===== src/rtl/fetch_unit_if.sv =====
// Bus between the fetch unit, the instruction memory and decode.
// The fetch unit sits on the master side; the memory/decode environment uses the slave side.
interface fetch_unit_if;
  logic        stall;
  logic        redirect;
  logic [31:0] redirect_target;
  logic [31:0] imem_addr;
  logic [31:0] imem_instr;
  logic        id_valid;
  logic [31:0] id_pc;
  logic [31:0] id_pc_plus4;
  logic [31:0] id_instr;
  logic        fetch_fault;
  logic [31:0] fault_pc;

  modport master (
    input  stall, redirect, redirect_target, imem_instr,
    output imem_addr, id_valid, id_pc, id_pc_plus4, id_instr, fetch_fault, fault_pc
  );

  modport slave (
    output stall, redirect, redirect_target, imem_instr,
    input  imem_addr, id_valid, id_pc, id_pc_plus4, id_instr, fetch_fault, fault_pc
  );
endinterface


===== src/rtl/fetch_unit.sv =====
// PC generation plus the IF/ID register. It handles decode stalls, redirects
// (each costs one bubble) and sticky faults on misaligned or out-of-range PCs.
module fetch_unit #(
  parameter logic [31:0] RESET_PC   = 32'h0000_0000,
  parameter int          IMEM_WORDS = 49,
  parameter logic [31:0] NOP_INSTR  = 32'h0000_0013
) (
  input  logic         clk,
  input  logic         rst,
  fetch_unit_if.master bus
);

  localparam logic [31:0] IMEM_BYTES = 32'(IMEM_WORDS * 4);

  typedef enum logic {
    S_FETCH = 1'b0,
    S_FAULT = 1'b1
  } state_t;

  state_t      state_q, state_d;
  logic [31:0] pc_q, pc_d;
  logic        id_valid_q, id_valid_d;
  logic [31:0] id_pc_q, id_pc_d;
  logic [31:0] id_pc_plus4_q, id_pc_plus4_d;
  logic [31:0] id_instr_q, id_instr_d;
  logic        fault_q, fault_d;
  logic [31:0] fault_pc_q, fault_pc_d;

  logic        pc_ok;
  logic [31:0] pc_plus4;

  // A wrapped pc+4 can never be fetched: the range check rejects it first.
  assign pc_ok    = (pc_q[1:0] == 2'b00) && (pc_q < IMEM_BYTES);
  assign pc_plus4 = pc_q + 32'd4;

  always_ff @(posedge clk) begin
    if (rst) begin
      state_q       <= S_FETCH;
      pc_q          <= RESET_PC;
      id_valid_q    <= 1'b0;
      id_pc_q       <= 32'h0;
      id_pc_plus4_q <= 32'h0;
      id_instr_q    <= NOP_INSTR;
      fault_q       <= 1'b0;
      fault_pc_q    <= 32'h0;
    end else begin
      state_q       <= state_d;
      pc_q          <= pc_d;
      id_valid_q    <= id_valid_d;
      id_pc_q       <= id_pc_d;
      id_pc_plus4_q <= id_pc_plus4_d;
      id_instr_q    <= id_instr_d;
      fault_q       <= fault_d;
      fault_pc_q    <= fault_pc_d;
    end
  end

  always_comb begin
    state_d = state_q;
    case (state_q)
      S_FETCH: begin
        if (!bus.redirect && !bus.stall && !pc_ok) begin
          state_d = S_FAULT;
        end
      end
      S_FAULT: begin
        if (bus.redirect) begin
          state_d = S_FETCH;
        end
      end
      default: state_d = S_FETCH;
    endcase
  end

  always_comb begin
    pc_d          = pc_q;
    id_valid_d    = id_valid_q;
    id_pc_d       = id_pc_q;
    id_pc_plus4_d = id_pc_plus4_q;
    id_instr_d    = id_instr_q;
    fault_d       = fault_q;
    fault_pc_d    = fault_pc_q;
    case (state_q)
      S_FETCH: begin
        if (bus.redirect) begin
          // The target is not checked here; a bad one faults on the next edge.
          pc_d       = bus.redirect_target;
          id_valid_d = 1'b0;
          id_instr_d = NOP_INSTR;
        end else if (bus.stall) begin
          pc_d = pc_q;
        end else if (!pc_ok) begin
          fault_d    = 1'b1;
          fault_pc_d = pc_q;
          id_valid_d = 1'b0;
          id_instr_d = NOP_INSTR;
        end else begin
          id_valid_d    = 1'b1;
          id_pc_d       = pc_q;
          id_pc_plus4_d = pc_plus4;
          id_instr_d    = bus.imem_instr;
          pc_d          = pc_plus4;
        end
      end
      S_FAULT: begin
        id_valid_d = 1'b0;
        id_instr_d = NOP_INSTR;
        if (bus.redirect) begin
          pc_d    = bus.redirect_target;
          fault_d = 1'b0;
        end
      end
      default: begin
        id_valid_d = 1'b0;
        id_instr_d = NOP_INSTR;
      end
    endcase
  end

  assign bus.imem_addr   = pc_q;
  assign bus.id_valid    = id_valid_q;
  assign bus.id_pc       = id_pc_q;
  assign bus.id_pc_plus4 = id_pc_plus4_q;
  assign bus.id_instr    = id_instr_q;
  assign bus.fetch_fault = fault_q;
  assign bus.fault_pc    = fault_pc_q;

endmodule


===== src/flat_wrapper.sv =====
// flat-port wrapper written by rule: the top's interface ports become plain ports
module fetch_unit_flat 
#(
  parameter logic [31:0] RESET_PC   = 32'h0000_0000,
  parameter int          IMEM_WORDS = 49,
  parameter logic [31:0] NOP_INSTR  = 32'h0000_0013
)
  (clk, rst, bus_stall, bus_redirect, bus_redirect_target, bus_imem_instr, bus_imem_addr, bus_id_valid, bus_id_pc, bus_id_pc_plus4, bus_id_instr, bus_fetch_fault, bus_fault_pc);
  fetch_unit_if bus_i ();
  input  logic clk;
  input  logic rst;
  input wire logic [$bits(bus_i.stall)-1:0] bus_stall;
  input wire logic [$bits(bus_i.redirect)-1:0] bus_redirect;
  input wire logic [$bits(bus_i.redirect_target)-1:0] bus_redirect_target;
  input wire logic [$bits(bus_i.imem_instr)-1:0] bus_imem_instr;
  output wire logic [$bits(bus_i.imem_addr)-1:0] bus_imem_addr;
  output wire logic [$bits(bus_i.id_valid)-1:0] bus_id_valid;
  output wire logic [$bits(bus_i.id_pc)-1:0] bus_id_pc;
  output wire logic [$bits(bus_i.id_pc_plus4)-1:0] bus_id_pc_plus4;
  output wire logic [$bits(bus_i.id_instr)-1:0] bus_id_instr;
  output wire logic [$bits(bus_i.fetch_fault)-1:0] bus_fetch_fault;
  output wire logic [$bits(bus_i.fault_pc)-1:0] bus_fault_pc;
  assign bus_i.stall = bus_stall;
  assign bus_i.redirect = bus_redirect;
  assign bus_i.redirect_target = bus_redirect_target;
  assign bus_i.imem_instr = bus_imem_instr;
  assign bus_imem_addr = bus_i.imem_addr;
  assign bus_id_valid = bus_i.id_valid;
  assign bus_id_pc = bus_i.id_pc;
  assign bus_id_pc_plus4 = bus_i.id_pc_plus4;
  assign bus_id_instr = bus_i.id_instr;
  assign bus_fetch_fault = bus_i.fetch_fault;
  assign bus_fault_pc = bus_i.fault_pc;
  fetch_unit #(.RESET_PC(RESET_PC), .IMEM_WORDS(IMEM_WORDS), .NOP_INSTR(NOP_INSTR)) u_core (.clk(clk), .rst(rst), .bus(bus_i));
endmodule

===== config.mk =====
export PLATFORM = sky130hd
export DESIGN_NAME = fetch_unit_flat
export DESIGN_NICKNAME = d
export VERILOG_FILES = /design/src/rtl/fetch_unit_if.sv /design/src/rtl/fetch_unit.sv /design/src/flat_wrapper.sv
export SDC_FILE = /design/constraint.sdc
export NUM_CORES = 1
export LEC_CHECK = 0
export BUFFER_PORTS_ARGS = -buffer_cell sky130_fd_sc_hd__buf_2
export CAP_MARGIN = 10
export CELL_PAD_IN_SITES_DETAIL_PLACEMENT = 0
export CELL_PAD_IN_SITES_GLOBAL_PLACEMENT = 1
export CORE_ASPECT_RATIO = 1.2
export CORE_MARGIN = 10
export CORE_UTILIZATION = 35
export DETAILED_ROUTE_END_ITERATION = 16
export MAX_ROUTING_LAYER = met4
export PLACE_DENSITY_LB_ADDON = 0.1
export SYNTH_ARGS = -nofsm -noshare
export SYNTH_HDL_FRONTEND = slang
export SYNTH_SLANG_ARGS = --single-unit

===== constraint.sdc =====
create_clock -name clk -period 5.2 [get_ports clk]
set_clock_uncertainty 0.2 [all_clocks]
set_input_delay 0 -clock clk [delete_from_list [all_inputs] [get_ports clk]]
set_output_delay 0 -clock clk [all_outputs]
set_load 0.1 [all_outputs]

==> summary.txt <==
Pwr
  – Pint: ~0.0022 W
  – Total design power: roughly 0.0033 W
  – Flop pwr share: 40.6%
  – Combinational cell fraction of total power: 18.4%
  – Net Switching: approximately 0.0011 W
  – Sw Ratio: between 30 and 40%
  – Power per cell area: ~360 nW/um^2
  – VDD IR max: between 0.2 and 0.25 mV
  – Clock group share of total power: roughly two fifths
  – P_leak: approximately 3.9 nW

Worst setup path
  – Type of the worst setup path: reg -> reg
  – Critical Path Source: u_core.bus.imem_addr[2]
  – Highest-delay cell along the critical path: a21oi_1
  – Crit path capture type: register
  – CP dominant cell by count: a21oi_1
  – RR Startpoint: u_core.bus.imem_addr[2]
  – Arrival time at the worst endpoint: between 3 and 4 ns
  – Critical Path Sink: u_core.bus.fault_pc[16]
  – Peak fanout along the critical path: 20
  – Critical Path, Cell by Cell: inv_1, ha_1, a21oi_1, o311a_1, buf_4, nand2_1, a21oi_1
  – R2r setup slk: 2.12 ns
  – FF-to-FF End: u_core.bus.fault_pc[16]
  – Worst Reg-to-Reg Cells: 7
  – Req. time, crit path: 5.35 ns
  – Worst setup SP type: register
  – Crit-path max cell delay: approximately 0.7 ns

Routing
  – Vias: 6341
  – Initial DRC Count: 380
  – DR vias/cell: roughly 5.2
  – Wire length per cell: about 19 um
  – Routed WL: between 20 and 25 mm
  – Drc violations: 0
  – Post-route antenna net violation count: 0
  – DRT Pass-1 Iters: 7

Global route
  – Gr ovfl total: 0
  – Initial antenna violation count: 1
  – Global-route usage over all layers: about a fifth
  – Largest net degree at the start of global routing: a little under 100
  – Global-route wire length before repair: around 36 mm
  – Vias in the first global route: 6387

Floorplanning
  – Height of the die: 169 um
  – Core area: ~18000 um^2
  – IO Count: 230
  – FP Rows: between 50 and 60
  – Die W: 144 um
  – Initial core utilization: between 30 and 40%
  – Die area: roughly 24000 um^2

Clock tree
  – Post-CTS Setup Repair Bufs: 0
  – Post-CTS resize count: 0
  – CTS clk-pin slew, worst paths: roughly 0.070 ns
  – CTS Buffer Depth: 2
  – Clock sink total: about 160
  – CTS Hold Bufs: 69
  – CTS Buf Count: 17
  – Worst-Skew Late Latency: between 0.4 and 0.5 ns
  – H-tree lvl count: 4
  – TritonCTS clock tree: built
  – Clk root buf: clkbuf_16

Timing
  – Clock period minus final worst setup slack: 3.08 ns
  – Final setup violation count: 0
  – Unrepaired setup endpoints after global routing: no
  – Max_slew headroom: 26.7%
  – Max Transition Viols Final: 0
  – Period utilization: approximately three fifths
  – Measured slew at the worst slew-check pin: 1.10 ns
  – Post-route setup TNS: 0 ns
  – Hold Vio Cnt, Final: 0
  – F_max: 0.325 GHz

Logic synthesis
  – Most common cell in the synthesized netlist: dfxtp_1
  – Top_reg_cell synth: dfxtp_1
  – Simple-gate area share of the yosys netlist: between 20% and 30%
  – Post-synthesis mux area share: under 10%
  – Compound-Gate Fraction of Synth Area: around a fifth
  – Ys async rst share: 0%
  – Post-synth EDFFs: 0
  – Number of synthesized register bits: 161
  – Post-synthesis sequential area ratio: between 40% and 50%
  – Syn Inst Count: between 700 and 800
  – Main combinational cell family by area after synthesis: simple AND/OR/NAND/NOR gates
  – Warnings from Yosys: 0
  – Largest area contributor in the netlist: dfxtp_1
  – Syn_nets: roughly 800
  – Yosys top cell area share: about half
  – Unique cell type count in the Yosys netlist: 57
  – Syn Std Cell Area: roughly 6500 um^2
  – Most instantiated cells after synthesis: dfxtp_1, nand2_1, nor2_1
  – Synth Area in Adders: less than 1%
  – Avg Cell Area, Syn: approximately 9 um^2
  – XOR/XNOR Fraction of Synth Area: less than 1%
  – Top cells by area, synth: dfxtp_1, and2_1, nand2_1

Final layout
  – Layout-stage area growth over the synthesis result: 40.3%
  – FF/Latch Area: roughly 3200 um^2
  – Area of the multi-input gates: between 2000 and 3000 um^2
  – Layout Nets: ~1100
  – Layout fillers: around 1700
  – Layout cells sized above 1: between 20 and 30%

Min path
  – Hold Path Class: in -> reg

Placement
  – Post-DP HPWL: about 16 mm
  – GP Congestion: around 0.84
  – Port Buf Inserts: roughly 230

Run
  – Max_cap viols: 0

Outcome
  – Outcome: finished clean
## cell type report
| type | count | area share, % |
|---|---|---|
| diodes | 1 | 0.0276 |
| clock inverters | 15 | 2.37 |
| well taps | 224 | 3.09 |
| inverters | 17 | 0.704 |
| clock buffers | 17 | 4.69 |
| flip-flops and latches | 161 | 35.6 |
| multi-input cells | 483 | 32.3 |
| repair buffers | 307 | 21.3 |
## metal layers
layer  track usage, %  part of all wire [%]
met5                -                     0
met3             6.41                   7.9
met1             22.4                    42
met2             30.2                    49
met4             6.36                   1.5
## worst min-delay path by stage
stage                       start                        to  slack (ns)  cells after the start
2_1_floorplan  bus_imem_instr[10]   u_core.bus.id_instr[10]       -0.05                      2
3_3_place_gp    bus_imem_instr[9]    u_core.bus.id_instr[9]        0.04                      3
3_5_place_dp   bus_imem_instr[19]   u_core.bus.id_instr[19]        0.04                      3
4_1_cts                 bus_stall  u_core.bus.imem_addr[13]        0.04                      4
5_1_grt                 bus_stall    u_core.bus.fetch_fault        0.09                      3
6_report                bus_stall  u_core.bus.imem_addr[17]        0.06                      5
## critical path, delay by kind of cell, from the launching register on
kind                       cells  cell delay, ns
AOI/OAI and AO/OA              3            1.46
adders and majority gates      1            0.24
buffers and inverters          2            0.48
DFF                            1            0.51
and+or+nand+nor                1            0.12
## through the flow
| stage | utilization [%] | cells | hold slack, ns | setup slack, ns | instance area, um^2 |
|---|---|---|---|---|---|
| 6_report | 49.9 | 1225 | 0.0609 | 2.12 | 9060 |
| 5_1_grt | 49.9 | 1225 | 0.0898 | 1.92 | 9060 |
| 3_3_place_gp | 42.4 | 1122 | 0.0353 | 2.06 | 7700 |
| 3_5_place_dp | 42.5 | 1123 | 0.0416 | 2.12 | 7730 |
| 2_1_floorplan | - | 721 | -0.0517 | 2.13 | 6460 |
| 4_1_cts | 49.8 | 1224 | 0.0366 | 2.09 | 9060 |
## logic make-up after synthesis
group	Yosys count
compound gates	180
xor+xnor	4
fa+ha+maj	4
buf+inv	77
flops	161
mux	9
simple gates	286
## registers in the layout (all words and copies together), names as in the netlist
name and cells:
u_core.bus.fetch_fault 1, u_core.bus.id_valid 1, u_core.bus.id_pc_plus4 32, u_core.bus.fault_pc 32, u_core.bus.id_instr 32, u_core.state_q 1, u_core.bus.imem_addr 32, u_core.bus.id_pc 30
## power by group through the flow
stage | Combinational [W] | Clock, W | Sequential, W
final | 0.000597 | 0.00133 | 0.00132
after global routing | 0.000633 | 0.00142 | 0.00133
after CTS | 0.000601 | 0.00137 | 0.00132
after detailed placement | 0.000557 | 0 | 0.00135
after global placement | 0.000552 | 0 | 0.00135
after floorplan | 0.000216 | 0 | 0.00155
## placed cells by master (no fill, tap or decap), drive strengths merged, types with 19 or more instances in the layout
master,n
a22oi,32
dfxtp,161
and2,53
o21ai,19
nor2,69
nand2,89
buf,238
dlygate4sd3,69
inv,23
a21oi,65
No activity file was read; power rests on OpenSTA's default activity.
